File: src/rtl/light_hash_des.sv
// Byte-serial 32-bit hash: DES-style Feistel compression, then 0x80 padding and a 64-bit length.
// Define LIGHT_HASH_DES_ROUNDS8_EN for 8 Feistel rounds per absorb (default 4).
module light_hash_des (
  input  logic        clk,
  input  logic        rst,
  input  logic        M_valid,
  input  logic [7:0]  M,
  input  logic [63:0] input_length,
  output logic        hash_ready,
  output logic [31:0] digest
);

`ifdef LIGHT_HASH_DES_ROUNDS8_EN
  localparam int unsigned NR = 8;
`else
  localparam int unsigned NR = 4;
`endif

  localparam logic [31:0] IV = 32'h6A09E667;

  typedef enum logic [2:0] {
    S_IDLE,
    S_ABSORB,
    S_PAD,
    S_LEN,
    S_DONE
  } state_t;

  function automatic logic [3:0] sbox4(input logic [3:0] x);
    logic [3:0] y;
    case (x)
      4'h0: y = 4'hC;  4'h1: y = 4'h5;  4'h2: y = 4'h6;  4'h3: y = 4'hB;
      4'h4: y = 4'h9;  4'h5: y = 4'h0;  4'h6: y = 4'hA;  4'h7: y = 4'hD;
      4'h8: y = 4'h3;  4'h9: y = 4'hE;  4'hA: y = 4'hF;  4'hB: y = 4'h8;
      4'hC: y = 4'h4;  4'hD: y = 4'h7;  4'hE: y = 4'h1;  default: y = 4'h2;
    endcase
    return y;
  endfunction

  function automatic logic [31:0] absorb(input logic [31:0] h, input logic [7:0] b);
    logic [15:0] l, r, k, s, t;
    l = h[31:16];
    r = h[15:0];
    for (int unsigned i = 0; i < NR; i++) begin
      k = ({b, b} ^ 16'hA55A) + 16'(i);
      t = r ^ k;
      s = {sbox4(t[15:12]), sbox4(t[11:8]), sbox4(t[7:4]), sbox4(t[3:0])};
      t = l ^ {s[12:0], s[15:13]};
      l = r;
      r = t;
    end
    return {l, r} ^ h;
  endfunction

  state_t      state_q, state_d;
  logic [31:0] h_q, h_d;
  logic [63:0] cnt_q, cnt_d;
  logic [2:0]  j_q, j_d;
  logic        ready_q, ready_d;
  logic [31:0] digest_q, digest_d;

  logic [7:0]  byte_sel;
  logic [31:0] h_abs;
  logic [63:0] cnt_inc;

  // One shared compression datapath; the FSM state picks which byte feeds it.
  always_comb begin
    byte_sel = M;
    case (state_q)
      S_PAD:   byte_sel = 8'h80;
      S_LEN:   byte_sel = input_length[{j_q, 3'b000} +: 8];
      default: byte_sel = M;
    endcase
  end

  assign h_abs   = absorb(h_q, byte_sel);
  assign cnt_inc = cnt_q + 64'd1;

  always_comb begin
    state_d  = state_q;
    h_d      = h_q;
    cnt_d    = cnt_q;
    j_d      = j_q;
    ready_d  = ready_q;
    digest_d = digest_q;
    case (state_q)
      S_IDLE: begin
        if (input_length == '0) begin
          state_d = S_PAD;
        end else if (M_valid) begin
          h_d     = h_abs;
          cnt_d   = 64'd1;
          state_d = (input_length == 64'd1) ? S_PAD : S_ABSORB;
        end else begin
          state_d = S_ABSORB;
        end
      end
      S_ABSORB: begin
        if (M_valid) begin
          h_d   = h_abs;
          cnt_d = cnt_inc;
          if (cnt_inc == input_length) state_d = S_PAD;
        end
      end
      S_PAD: begin
        h_d     = h_abs;
        j_d     = '0;
        state_d = S_LEN;
      end
      S_LEN: begin
        h_d = h_abs;
        if (j_q == 3'd7) begin
          state_d  = S_DONE;
          ready_d  = 1'b1;
          digest_d = h_abs;
        end else begin
          j_d = j_q + 3'd1;
        end
      end
      default: ;
    endcase
  end

  always_ff @(posedge clk or posedge rst) begin
    if (rst) begin
      state_q  <= S_IDLE;
      h_q      <= IV;
      cnt_q    <= '0;
      j_q      <= '0;
      ready_q  <= 1'b0;
      digest_q <= '0;
    end else begin
      state_q  <= state_d;
      h_q      <= h_d;
      cnt_q    <= cnt_d;
      j_q      <= j_d;
      ready_q  <= ready_d;
      digest_q <= digest_d;
    end
  end

  assign hash_ready = ready_q;
  assign digest     = digest_q;

endmodule

File: config.mk
export PLATFORM = sky130hd
export DESIGN_NAME = light_hash_des
export DESIGN_NICKNAME = d
export VERILOG_FILES = /design/src/rtl/light_hash_des.sv
export SDC_FILE = /design/constraint.sdc
export NUM_CORES = 1
export LEC_CHECK = 0
export ABC_CLOCK_PERIOD_IN_PS = 15060
export BUFFER_PORTS_ARGS = -buffer_cell sky130_fd_sc_hd__buf_2
export CORE_MARGIN = 1
export CORE_UTILIZATION = 40
export CTS_CLUSTER_SIZE = 10
export DETAILED_ROUTE_END_ITERATION = 10
export SETUP_SLACK_MARGIN = 0.1
export SLEW_MARGIN = 10
export SYNTH_ARGS = -nofsm -noshare
export SYNTH_HDL_FRONTEND = slang
export SYNTH_SLANG_ARGS = --single-unit
File: constraint.sdc
create_clock -name clk -period 15.06 [get_ports clk]
set_input_delay 1.506 -clock clk [delete_from_list [all_inputs] [get_ports clk]]
set_output_delay 1.506 -clock clk [all_outputs]
set_load 0.01 [all_outputs]
; Word-level counts from Yosys, hierarchy flattened
; Memory sizes are Yosys's and may differ from the RTL's.
; Cells that the tools add are included.
[word_totals]
register_bits = 135
mem_bits_ro = 1024
in_bits = 75
output_inout_bits = 33
word_cells = 79
mem_count = 16
[classes]
add_sub_neg = 5
eq_ne = 12
shift = 1
mux = 17
n_bitwise = 10
reduce_logical = 12
[memory_table]
columns = name, depth, word_bits, rd, rd_clocked_by_memory_dff, wr, line_no
row1 = (name not given), 16, 4, 1, 0, 0, 31  ; case (x)
row2 = (name not given), 16, 4, 1, 0, 0, 31
row3 = (name not given), 16, 4, 1, 0, 0, 31
row4 = (name not given), 16, 4, 1, 0, 0, 31
row5 = (name not given), 16, 4, 1, 0, 0, 31
row6 = (name not given), 16, 4, 1, 0, 0, 31
row7 = +10 memories, -, -, -, -, -, -
[op_table]
columns = op, n
row1 = 2-to-1 mux 64 bit, 3
row2 = case mux 64 bit (2 select lines), 1
row3 = XOR 16 bit, 8
row4 = case mux 32 bit (3 select lines), 1
row5 = "adder 64 x 1 -> 64 bit, second input constant", 1
row6 = "equality test 64 x 1 -> 1 bit, second input constant", 1
row7 = equality test 64 bit, 1
row8 = zero test 64 bit, 1
row9 = 2-to-1 mux 32 bit, 2
row10 = variable part select 64 x 7 -> 8 bit, 1
row11 = "adder 16 x 2 -> 16 bit, second input constant", 2
row12 = XOR 32 bit, 1
row13 = "adder 16 x 1 -> 16 bit, second input constant", 1
row14 = case mux 8 bit (2 select lines), 1
row15 = 2-to-1 mux 3 bit, 4
row16 = "inequality test 2 bit, second input constant", 6
row17 = case mux 3 bit (4 select lines), 1
row18 = NOT 8 bit, 1
row19 = AND reduction 4 bit, 2
row20 = "equality test 3 x 2 -> 1 bit, second input constant", 2
row21 = 2-to-1 mux 2 bit, 3
row22 = case mux 3 bit (2 select lines), 1
row23 = AND reduction 2 bit, 3
row24 = nonzero test 2 bit, 2
row25 = other kinds (7), 7

; Longest topological paths before layout
; An unclocked memory read counts as a cell.
[depth]
ltp_word = 19
depth_mapped = 34

; Least setup slack after synthesis
; Ideal clock, no wire load.
[synth_timing]
kind = input to register
from = in input_length[57]
to = reg digest_q[15], in the netlist digest[15]
t_arrival_ps = 7361
t_required_ps = 14927
setup_slack_ps = 7566
cell_stages = 28
n_path_buf = 0
path_cell_list = mux4_2 -> nand2b_1 -> a32oi_4 -> xor2_2 -> ha_1 -> nand2_1 -> a32oi_1 -> or4_1 -> a21oi_1 -> and2b_4 -> inv_1 -> ha_1 -> inv_1 -> mux2i_1 -> o221a_2 -> nor2_1 -> inv_1 -> ha_1 -> mux2_2 -> o211a_1 -> xnor2_2 -> inv_1 -> ha_1 -> nor3_1 -> a21oi_1 -> o221ai_1 -> xnor2_1 -> o21ai_0
[synth_via]
elab_chain_cells = 16
word_cells_on_any_way = 23
cone_classes = add/sub: 3 / shift: 1 / mux: 1 / bitwise: 10 / memory: 8
[synth_lines]
columns = item, line_no
row1 = "start, declared", 8  ; input logic [63:0] input_length,
row2 = variable part select 64 x 7 -> 8 bit *, 71  ; S_LEN: byte_sel = input_length[{j_q, 3'b000} +: 8];
row3 = case mux 8 bit (2 select lines) *, 69  ; case (state_q)
row4 = NOT 8 bit (no line), -
row5 = XOR 16 bit, 46  ; t = r ^ k;
row6 = memory (16 x 4 bit), -
row7 = XOR 16 bit, 48  ; t = l ^ {s[12:0], s[15:13]};
row8 = XOR 16 bit, 46
row9 = memory (16 x 4 bit), -
row10 = XOR 16 bit, 48
row11 = XOR 16 bit, 46
row12 = memory (16 x 4 bit), -
row13 = XOR 16 bit, 48
row14 = XOR 16 bit, 46
row15 = memory (16 x 4 bit), -
row16 = XOR 16 bit *, 48
row17 = XOR 32 bit *, 52  ; return {l, r} ^ h;
row18 = "end signal, assigned", 138  ; digest_q <= digest_d;
row19 = "end, declared", 60  ; logic [31:0] digest_q, digest_d;
; Every way passes the cells marked *; elsewhere a longest branch is shown, timed or not.
; A chain may end at the register's enable or synchronous reset.

; Worst setup path in the final report
[layout_timing]
from = in input_length[57]
to = reg h_q[8]
[layout_via]
elab_chain_cells = 19
word_cells_on_any_way = 29
cone_classes = add/sub: 3 / eq/ne: 1 / shift: 1 / mux: 4 / bitwise: 10 / reduce/logical: 2 / memory: 8
[layout_lines]
columns = item, line_no
row1 = variable part select 64 x 7 -> 8 bit, 71
row2 = case mux 8 bit (2 select lines), 69
row3 = NOT 8 bit (no line), -
row4 = XOR 16 bit, 46
row5 = memory (16 x 4 bit), -
row6 = XOR 16 bit, 48
row7 = XOR 16 bit, 46
row8 = memory (16 x 4 bit), -
row9 = [3 not listed], -
row10 = XOR 16 bit, 48
row11 = XOR 16 bit, 46
row12 = memory (16 x 4 bit), -
row13 = XOR 16 bit, 48
row14 = XOR 32 bit, 52
row15 = 2-to-1 mux 32 bit, "90, 99"
row16 = 2-to-1 mux 32 bit, 88  ; if (input_length == '0) begin
row17 = case mux 32 bit (3 select lines), 86  ; case (state_q)
row18 = "end signal, assigned", 127  ; h_q <= IV;
row19 = "end signal, assigned", 134  ; h_q <= h_d;
row20 = "end, declared", 56  ; logic [31:0] h_q, h_d;
; Several ways; a longest one is shown, not always the timed one. The select of a mux whose other input is x is not followed.

==> flow_metrics.py <==
metrics = {
    "detailed_routing": {
        "post-route-drc-count": 0,
        "via_per_inst": 5.97,
        "drt_wl_total_um": 46800,
        "vias": 13477,
        "dr.pass1.iters": 6,
        "ant_nets": 0,
        "wl_per_cell_um": 20.7,
        "drt_iter0_markers": 1268,
    },
    "timing": {
        "finalSetupTns_ps": 0,
        "drv_slew": 0,
        "clock.fmax_mhz": 118,
        "rsz0062_at_grt": "no",
        "worstMarginPinSlew_ps": 1110,
        "fin_skew_ps": 16.5,
        "post-route-min-period_ps": 8470,
        "hold_viol": 0,
        "relSlewSlack_pct": 24.9,
        "fin_crit_sh_pct": 56.2,
        "setup_violations": 0,
    },
    "logic_synthesis": {
        "syn_inst": 1728,
        "synth_fp_nets": 1855,
        "async_reset_ff_share_pct": 100,
        "synth.yosys.seq_area_share_pct": 24.0,
        "synth-edff-count": 0,
        "ys_types": 103,
        "ys_ff_latch": 135,
        "syn_area_um2": 14100,
        "postSynthAreaPerCell_um2": 8.19,
        "ys.flop_type": "dfrtp_1",
        "synth_warnings": 0,
    },
    "floorplan": {
        "num_rows": 68,
        "die_w_um": 190,
        "initial_core_util_pct": 40.8,
        "die_h_um": 190,
        "coreArea_um2": 34700,
        "die_area_um2": 36100,
        "ios": 108,
    },
    "setup_path": {
        "required_ps": 15350,
        "max_stage_delay_ps": 530,
        "critPathCaptureType": "flop",
        "cpMostUsedCell": "xnor2_1",
        "ff2ff_setup_slack_ps": 6890,
        "path_delay_family": "XOR/XNOR gates",
        "worstPathArrival_ps": 8760,
        "slowest_stage": "a32oi_4",
        "regToRegStartpoint": "j_q[0]",
        "crit_path_max_fanout": 10,
        "r2r_cells": 28,
        "cp_num_buf_inv": 4,
        "worst-setup-path-type": "in2reg",
        "startpoint_type": "input pin",
        "timing.rr.end": "h_q[8]",
    },
    "clocking": {
        "cts_buffers": 17,
        "clk-insertion-delay-late_ps": 450,
        "cts_root_buffer": "clkbuf_16",
        "clock_path_buffers": 2,
        "cts.sinks": 135,
        "holdBufCountCts": 0,
        "cts_tree": "yes",
        "clkTransAtPathRegs_ps": 60,
        "cts_resized": 0,
        "post_cts_buffers": 0,
        "h-tree-depth": 4,
    },
    "global_route": {
        "grt_antenna_before_repair": 1,
        "overflow": 0,
        "gr-usage-all-layers_pct": 26.2,
        "grt_max_degree": 91,
        "grt_first_pass_wirelength_um": 72700,
        "first_global_vias": 12333,
    },
    "cells_and_area": {
        "fillers": 3461,
        "drive_gt1_share_pct": 14.3,
        "nNetsFinal": 1912,
        "area_growth_pct": 10.6,
    },
    "placed_design": {
        "hpwl_um": 35900,
        "gp_congestion": 0.966,
        "io_buffers": 107,
    },
    "status": {
        "status": "complete, no violations",
    },
    "min_path": {
        "worst_hold_path.endpoint": "digest[26]",
        "hp-class": "reg2reg",
        "min_path_cells": 2,
        "hold_start": "digest[26]",
    },
    "job": {
        "max-cap-violations": 0,
    },
}
## sequential cells by signal, summed over array words and instances, names as in the netlist
| name | count |
|---|---|
| cnt_q | 64 |
| digest | 32 |
| h_q | 32 |
| hash_ready | 1 |
| j_q | 3 |
| state_q | 3 |
## kinds of logic (layout without fill, tap and decap cells)
family	Yosys count	in the layout	synth area share (%)
flip-flops	135	135	24.0
other	0	3	0
XOR/XNOR	240	240	16.4
multiplexers	91	91	7.75
adder cells (fa/ha/maj)	52	52	4.60
AO/OA/AOI/OAI	454	454	21.6
AND/OR/NAND/NOR	603	603	21.1
buffers and inverters	153	223	4.44
## metal layers
layer / vias up / track usage [%] / routed length [um]
li1: 6416 / - / -
met1: 6514 / 38.8 / 22000
met2: 506 / 40.5 / 20700
met3: 41 / 3.56 / 3510
met4: 0 / 5.06 / 561
met5: - / 0 / 0
## synthesized netlist by cell type, types with 10 or more instances
cell type,instances,share of area [%]
dfrtp_1,119,21
xor2_1,70,4.3
nor3_1,59,2.1
and2_1,16,0.71
a22o_1,14,0.87
or3_1,13,0.57
a31oi_1,19,0.84
o211ai_1,16,0.85
ha_1,52,4.6
mux2_2,10,0.80
clkbuf_1,62,1.6
o21ai_0,146,5.2
nand2_1,205,5.4
inv_1,60,1.6
a211oi_1,16,0.85
mux2i_1,64,4.5
nor2_1,73,1.9
nand3_1,76,2.7
dfstp_2,16,3.0
nor4_1,26,1.1
xnor2_1,149,9.2
o22ai_1,17,0.75
a21oi_1,85,3.0
mux4_2,12,1.9
nand2b_1,11,0.49
nand4_1,24,1.1
a211o_1,11,0.68
a22oi_1,12,0.64
inv_2,10,0.27
and3_1,38,1.7
o31ai_1,16,0.85
## how the worst max path moves through the flow
stage                                start    endpoint  slack (ps)  cells after the start
after floorplan           input_length[57]  digest[15]        7570                     28
after global placement    input_length[56]      h_q[8]        6160                     28
after detailed placement  input_length[56]  digest[10]        6190                     28
after CTS                 input_length[56]  digest[10]        6650                     28
after global routing      input_length[56]   digest[8]        6060                     28
final                     input_length[57]      h_q[8]        6590                     28
## cells in the final DEF (no fill, tap or decap), types with 10 or more instances in the layout
master and instances:
nand2_1 204, xnor2_1 149, o21ai_0 145, dfrtp_1 119, buf_2 107, a21oi_1 85
nand3_1 76, nor2_1 73, xor2_1 70, mux2i_1 64, nor3_1 59, inv_1 58
ha_1 52, and3_1 38, nor4_1 25, nand4_1 24, a31oi_1 19, o22ai_1 17
clkbuf_16 17, and2_1 16, o31ai_1 16, a211oi_1 16, o211ai_1 16, dfstp_2 16
a22o_1 14, or3_1 13, buf_4 13, mux4_2 12, a22oi_1 12, inv_2 11
nand2b_1 11, a211o_1 11, mux2_2 10
## layout make-up
class | count | area, um2 | area share (%)
well taps | 455 | 569 | 3.64
inverters | 71 | 274 | 1.75
flip-flops and latches | 135 | 3400 | 21.7
clock inverters | 12 | 176 | 1.13
repair buffers | 120 | 633 | 4.05
clock buffers | 20 | 447 | 2.85
diodes | 3 | 7.51 | 0.0480
multi-input cells | 1440 | 10100 | 64.8
## through the flow
stage	hold slack (ps)	instance area (um2)	cells	setup WS, ps	util, %
finish	473	15700	2256	6590	45.1
global route	478	15600	2254	6060	45.1
CTS	475	15600	2253	6650	45.1
detailed placement	456	15000	2221	6190	43.3
global placement	452	15000	2221	6160	43.3
floorplan	464	14100	1728	7570	-
## worst min-delay path: cells and delay by family (launching register included)
| family | cells | cell delay [ps] |
|---|---|---|
| compound gates | 1 | 60 |
| simple gates | 1 | 40 |
| flops | 1 | 340 |
Power is not shown: default switching activity piles up to over one toggle a cycle in this logic, so the estimate is an artifact.
